**src/rtl/regbus_pkg.sv**
```systemverilog
// Shared types and helpers for the register-bank bus initiator.
`default_nettype none
package regbus_pkg;

  localparam int MERGE_W = 64;

  typedef enum logic [1:0] {
    OP_READ  = 2'b00,
    OP_WRITE = 2'b01,
    OP_RMW   = 2'b10,
    OP_RSVD  = 2'b11
  } op_e;

  typedef enum logic [2:0] {
    ST_IDLE   = 3'd0,
    ST_RD     = 3'd1,
    ST_WR     = 3'd2,
    ST_RMW_RD = 3'd3,
    ST_RMW_WR = 3'd4,
    ST_RESP   = 3'd5
  } state_e;

  // Wide enough for any supported DW; callers zero-extend and truncate.
  function automatic logic [MERGE_W-1:0] rmw_merge(input logic [MERGE_W-1:0] old,
                                                   input logic [MERGE_W-1:0] wdata,
                                                   input logic [MERGE_W-1:0] mask);
    return (old & ~mask) | (wdata & mask);
  endfunction

endpackage
`default_nettype wire

```
**src/rtl/regbus_master.sv**
```systemverilog
// Register-bank bus initiator: one outstanding host command, executed as
// single-cycle read/write bus accesses, answered with one response.
`default_nettype none
module regbus_master
  import regbus_pkg::*;
#(
  parameter int AW = 2,
  parameter int DW = 16
) (
  input  logic          clk,
  input  logic          rstn,
  input  logic          cmd_valid,
  output logic          cmd_ready,
  input  logic [1:0]    cmd_op,
  input  logic [AW-1:0] cmd_addr,
  input  logic [DW-1:0] cmd_wdata,
  input  logic [DW-1:0] cmd_mask,
  output logic          rsp_valid,
  input  logic          rsp_ready,
  output logic [DW-1:0] rsp_rdata,
  output logic          rsp_err,
  output logic [15:0]   txn_count,
  output logic          bus_sel,
  output logic          bus_wr,
  output logic [AW-1:0] bus_addr,
  output logic [DW-1:0] bus_wdata,
  input  logic [DW-1:0] bus_rdata
);

  state_e        state;
  op_e           op_q;
  logic [AW-1:0] addr_q;
  logic [DW-1:0] wdata_q;
  logic [DW-1:0] mask_q;
  logic [DW-1:0] old_q;

  assign cmd_ready = rstn && (state == ST_IDLE);

  always_ff @(posedge clk) begin
    if (!rstn) begin
      state     <= ST_IDLE;
      op_q      <= OP_READ;
      addr_q    <= '0;
      wdata_q   <= '0;
      mask_q    <= '0;
      old_q     <= '0;
      rsp_valid <= 1'b0;
      rsp_rdata <= '0;
      rsp_err   <= 1'b0;
      txn_count <= '0;
      bus_sel   <= 1'b0;
      bus_wr    <= 1'b0;
      bus_addr  <= '0;
      bus_wdata <= '0;
    end else begin
      case (state)
        ST_IDLE: begin
          if (cmd_valid) begin
            op_q    <= op_e'(cmd_op);
            addr_q  <= cmd_addr;
            wdata_q <= cmd_wdata;
            mask_q  <= cmd_mask;
            // Bus outputs are registered, so the access is launched here.
            case (op_e'(cmd_op))
              OP_READ: begin
                bus_sel  <= 1'b1;
                bus_wr   <= 1'b0;
                bus_addr <= cmd_addr;
                state    <= ST_RD;
              end
              OP_WRITE: begin
                bus_sel   <= 1'b1;
                bus_wr    <= 1'b1;
                bus_addr  <= cmd_addr;
                bus_wdata <= cmd_wdata;
                state     <= ST_WR;
              end
              OP_RMW: begin
                bus_sel  <= 1'b1;
                bus_wr   <= 1'b0;
                bus_addr <= cmd_addr;
                state    <= ST_RMW_RD;
              end
              default: begin
                rsp_valid <= 1'b1;
                rsp_err   <= 1'b1;
                rsp_rdata <= '0;
                state     <= ST_RESP;
              end
            endcase
          end
        end
        ST_RD: begin
          bus_sel   <= 1'b0;
          bus_addr  <= '0;
          rsp_rdata <= bus_rdata;
          rsp_valid <= 1'b1;
          state     <= ST_RESP;
        end
        ST_WR: begin
          bus_sel   <= 1'b0;
          bus_wr    <= 1'b0;
          bus_addr  <= '0;
          bus_wdata <= '0;
          rsp_rdata <= '0;
          rsp_valid <= 1'b1;
          state     <= ST_RESP;
        end
        ST_RMW_RD: begin
          // Select stays high straight into the write half of the RMW.
          old_q     <= bus_rdata;
          bus_wr    <= 1'b1;
          bus_addr  <= addr_q;
          bus_wdata <= DW'(rmw_merge(MERGE_W'(bus_rdata), MERGE_W'(wdata_q),
                                     MERGE_W'(mask_q)));
          state     <= ST_RMW_WR;
        end
        ST_RMW_WR: begin
          bus_sel   <= 1'b0;
          bus_wr    <= 1'b0;
          bus_addr  <= '0;
          bus_wdata <= '0;
          rsp_rdata <= old_q;
          rsp_valid <= 1'b1;
          state     <= ST_RESP;
        end
        ST_RESP: begin
          if (rsp_ready) begin
            if (op_q != OP_RSVD && txn_count != 16'hFFFF)
              txn_count <= txn_count + 16'd1;
            rsp_valid <= 1'b0;
            rsp_rdata <= '0;
            rsp_err   <= 1'b0;
            state     <= ST_IDLE;
          end
        end
        default: state <= ST_IDLE;
      endcase
    end
  end

endmodule
`default_nettype wire

```
**config.mk**
```make
export PLATFORM = sky130hd
export DESIGN_NAME = regbus_master
export DESIGN_NICKNAME = d
export VERILOG_FILES = /design/src/rtl/regbus_pkg.sv /design/src/rtl/regbus_master.sv
export SDC_FILE = /design/constraint.sdc
export NUM_CORES = 1
export LEC_CHECK = 0
export ABC_AREA = 1
export CAP_MARGIN = 20
export CORE_MARGIN = 8
export CORE_UTILIZATION = 51
export CTS_CLUSTER_SIZE = 14
export DETAILED_ROUTE_END_ITERATION = 16
export PLACE_DENSITY = 0.8
export SETUP_SLACK_MARGIN = 0.05
export SYNTH_ARGS = -nofsm -noshare
export SYNTH_HDL_FRONTEND = slang
export SYNTH_SLANG_ARGS = --single-unit
```
**constraint.sdc**
```tcl
create_clock -name clk -period 2.1 [get_ports clk]
set_input_delay 0.315 -clock clk [delete_from_list [all_inputs] [get_ports clk]]
set_output_delay 0.315 -clock clk [all_outputs]
set_load 0.03 [all_outputs]
```
**After elaboration in Yosys (flattened, before gate mapping)**

Cells that the tools add are included.

- Mux-type cells: 25
- Bitwise logic cells: 4
- $add $sub $neg: 1
- Reduce and logical (&&, ||, !) cells: 24
- Eq/ne operators: 15

Operator list:

| cell | number |
|---|---|
| $mux W16 | 5 |
| $pmux W16 S5 | 1 |
| $pmux W16 S3 | 1 |
| $and A16 B16 Y16 | 2 |
| $add A16 B1 Y16 const B | 1 |
| $ne A16 B16 Y1 const B | 1 |
| $not A16 Y16 | 1 |
| $or A16 B16 Y16 | 1 |
| $reduce_and A3 Y1 | 5 |
| $pmux W3 S4 | 1 |
| $reduce_and A4 Y1 | 3 |
| $ne A2 B2 Y1 const B | 5 |
| $pmux W3 S3 | 1 |
| $reduce_bool A3 Y1 | 3 |
| $eq A3 B2 Y1 const B | 2 |
| $eq A3 B3 Y1 const B | 2 |
| $mux W1 | 6 |
| $mux W3 | 2 |
| $pmux W1 S2 | 3 |
| $pmux W1 S3 | 2 |
| $pmux W2 S3 | 1 |
| $reduce_or A3 Y1 | 2 |
| $reduce_bool A5 Y1 | 1 |
| $mux W2 | 2 |
| 11 further kinds | 15 |

- Input bits: 56
- Flip-flop bits (word level): 109
- Output and inout port bits: 55

**Logic depth before layout (Yosys ltp)**

- Word-level depth: 5
- Depth in mapped cells: 10

**Worst setup path before layout**

Ideal clock, no wire load.

- Path type: register -> register
- From: register txn_count[1]
- To: register txn_count[13]
- Buffers on the path: 1
- Cell stages (with the launch flop): 9
- Setup slack: 0.373 ns
- Arrival time: 1.656 ns
- Library setup time: 0.071 ns
- Path through: dfxtp_1 -> ha_1 -> nand2_1 -> nor2_2 -> nand4_1 -> nand2_1 -> buf_2 -> nand2_1 -> a21oi_1

- Longest elaborated chain between the ends: 3

RTL lines:

| item | line | text |
|---|---|---|
| from (decl) | regbus_master.sv:22 | `output logic [15:0] txn_count,` |
| from (signal assigned) | regbus_master.sv:130 | `txn_count <= txn_count + 16'd1;` |
| branches (longest 3 deep; another with $add A16 B1 Y16) | - |  |

Several ways; the timed one is not identified.
A chain may end at the register's enable or synchronous reset.

**Final worst setup path**

- From: register state[0]
- To: register txn_count[13]

- Longest elaborated chain between the ends: 2

RTL lines:

| item | line | text |
|---|---|---|
| from (decl) | regbus_master.sv:30 | `state_e state;` |
| from (signal assigned) | regbus_master.sv:41 | `state <= ST_IDLE;` |
| from (signal assigned) | regbus_master.sv:69 | `state <= ST_RD;` |
| from (signal assigned) | regbus_master.sv:76 | `state <= ST_WR;` |
| $eq A3 B3 Y1 | regbus_master.sv:56 | `case (state)` |
| $reduce_and A3 Y1 (no line) | - |  |

Every way passes these cells.

==> impl_results.md <==
* Fin nets at roughly 900
* Post-CTS Setup Bufs at 0
* Maxcap violations at 0
* Clock root cell: clkbuf_8
* Area Overhead vs Synth at 28.1%
* Total global routing overflow at 0
* Synthesis-stage register bit count at 109
* Adder-cell share of the synthesized area at 1.48%
* Total Routing Usage GR at between 20% and 30%
* Final Max Slew Viols at 0
* CP Capture Type: flop
* Hold buffers post-CTS at 0
* Max Clk Rate at approximately 530 MHz
* ANT cells at 0
* Clock Latency Late Sink at between 300 and 400 ps
* Clock period minus worst slack at between 1500 and 2000 ps
* Crit path required time at 2390 ps
* Clock sink total at between 100 and 150
* Crit path max fanout at 9
* Main combinational cell family by area after synthesis: simple AND/OR/NAND/NOR gates
* Distinct cells, synth at 30
* Crit path DAT at roughly 2200 ps
* Fillers at around 840
* Share of layout cells above drive strength 1 at under 10%
* Placed Area at 6290 µm²
* I/O Pins at about 110
* Number of global-route vias before repair at about 5k
* First DRT Iteration DRCs at approximately 600
* Crit Path Class: reg -> reg
* DRT Pass-1 Iters at 5
* Seq/Total Area, Yosys at roughly 43%
* Post_cts resized at 0
* Post-synthesis mux area share at 0%
* Final setup fails at 0
* Area of the mapped netlist at a little over 5000 µm²
* Core area at a little under 10000 µm²
* Initial Utilization at 52.2%
* Vias per cell at approximately 5.4
* DRT antenna net count at 0
* Routed vias at between 5k and 6k
* DIE HEIGHT at 116 µm
* CTS max path bufs at 2
* Final Cell Area at ~6500 µm²
* Compound-cell area share of the yosys netlist at between 10% and 20%
* H-tree Lvls at 3
* Endpoints failing hold at 0
* CTS Buf Count at 9
* Wirelength per Cell at around 15 µm
* Placer congestion estimate at about 0.88
* Row cnt at 36
* First-pass GRT wire length at about 24000 µm
* Synth Net Count at about 790
* Initial antenna violation count at 0
* Slew margin rel. at 65.6%
* Peak VDD IR at approximately 530 µV
* Synth Area in XOR/XNOR at less than 1%
* Hold crit path type: reg -> reg
* Synth Area in Simple Gates at between 30 and 40%
* Period utilisation layout at about nine tenths
* Hold_ws at 462 ps
* Pin count of the biggest net entering global routing at 82
* PD cells at around 1100 nW/µm²
* Startpoint Class: flop
* Wirelength, routed at roughly 14000 µm
* Warnings from Yosys at 0
* Pleak at between 2 and 2.5 nW
* DP HPWL at just over 10000 µm
* # port buffers at 110
* Unrepaired setup endpoints after global routing: no
* Tightest Pin Transition at approximately 510 ps
* Die X at between 100 and 150 µm
* Post-Synthesis Cells at about 730
* Status: completed
* DIE AREA at 13400 µm²
* DRC viols at 0
* Clock transition at the registers of the reported paths at ~110 ps
* TritonCTS clock tree: built
* Clock skew at between 8 and 9 ps
* Syn_area_per_cell at about 7 µm²
-- per-stage QoR --
step	cells	utilization, %	setup TNS [ps]	worst slack (ps)	power [mW]
6_report	958	66.8	0	198	7.18
5_1_grt	958	66.8	0	98.4	7.63
4_1_cts	958	66.8	0	183	7.19
3_5_place_dp	942	64.7	-3.98	-3.98	5.89
3_3_place_gp	942	64.7	0	65.2	5.81
2_1_floorplan	725	-	0	374	4.83
-- registers in the layout, summed over array words and instances (netlist names) --
signal     count
txn_count     16
bus_sel        1
rsp_err        1
bus_addr       2
bus_wr         1
bus_wdata     16
old_q         16
state          3
op_q           2
rsp_valid      1
addr_q         2
rsp_rdata     16
mask_q        16
wdata_q       16
-- path summary, 6_finish.rpt --
kind / from / endpoint / slack (ps) / depth (start not counted)
setup / recovery: state[0]$_SDFFE_PN0P_ / txn_count[13]$_SDFFE_PN0P_ / 200 / 8
hold / removal: addr_q[0]$_SDFFE_PN0P_ / addr_q[0]$_SDFFE_PN0P_ / 460 / 2
setup reg to reg: state[0]$_SDFFE_PN0P_ / txn_count[13]$_SDFFE_PN0P_ / 200 / 8
hold reg to reg: addr_q[0]$_SDFFE_PN0P_ / addr_q[0]$_SDFFE_PN0P_ / 460 / 2
-- logic make-up (layout without fill, tap and decap cells) --
group | count (synthesis) | in the layout
AO/OA/AOI/OAI | 163 | 163
XOR/XNOR | 4 | 4
adder cells (fa/ha/maj) | 6 | 6
buffers and inverters | 91 | 191
flip-flops | 109 | 109
AND/OR/NAND/NOR | 352 | 352
-- per-layer routing --
| layer | GRT usage [%] | share of wire [%] | vias up |
|---|---|---|---|
| met1 | 27.2 | 42 | 2358 |
| met5 | 0 | 0 | - |
| met4 | 9.42 | 2.9 | 0 |
| met3 | 4.06 | 8.2 | 35 |
| li1 | - | - | 2575 |
| met2 | 36.0 | 47 | 236 |
-- layout make-up --
class | count | area (µm²) | share of cell area [%]
clock buffer | 9 | 124 | 1.91
clock inverter | 7 | 83.8 | 1.29
multi-input combinational | 525 | 2500 | 38.5
sequential | 109 | 2180 | 33.6
timing repair buffer | 127 | 1260 | 19.4
tap | 133 | 166 | 2.56
inverter | 48 | 181 | 2.79
-- cell usage in the layout (no fill, tap or decap), types with 3 or more instances in the layout --
cell / count
inv_1: 45
dfxtp_1: 109
nor2_2: 4
buf_12: 3
a21oi_2: 10
nand2_1: 178
nor2_1: 53
clkdlybuf4s50_1: 109
a21oi_1: 89
nand4_1: 6
ha_1: 6
nand2_2: 4
o21ai_0: 58
xor2_1: 4
buf_4: 15
clkinv_4: 3
nand3_1: 99
clkbuf_8: 9
-- Yosys cell counts --
cell type	number	area, µm²
a21oi_1	89	445
a21oi_2	10	87.6
a31oi_1	2	12.5
buf_2	14	70.1
buf_4	4	30.0
buf_6	3	33.8
clkbuf_1	22	82.6
clkinv_2	1	5.00
dfxtp_1	109	2180
ha_1	6	75.1
inv_1	45	169
inv_2	2	7.51
nand2_1	179	672
nand2_2	3	18.8
nand2_8	1	20.0
nand3_1	99	495
nand3b_1	2	15.0
nand3b_2	1	11.3
nand4_1	6	37.5
nor2_1	54	203
nor2_2	3	18.8
nor2_4	1	11.3
nor3b_1	1	7.51
o211ai_1	1	7.51
o21ai_0	58	290
o21ai_1	2	10.0
o21ai_2	1	8.76
or2_1	1	6.26
or2_2	1	6.26
xor2_1	4	35.0
-- report_power, final --
group	leakage (nW)	switching (mW)	internal, mW
clock	0.107	0.746	0.573
combinational	1.49	2.00	1.15
sequential	0.888	0.239	2.48
-- worst max-delay path, stage by stage, from the launching register on --
cell     delay, ps
dfxtp_1        440
inv_1          110
nor2_1         200
nand2_1        130
nor2_2         310
inv_1          100
nor2_2         310
nand2_1         90
a21oi_1        150
No activity file was read; power rests on OpenSTA's default activity.
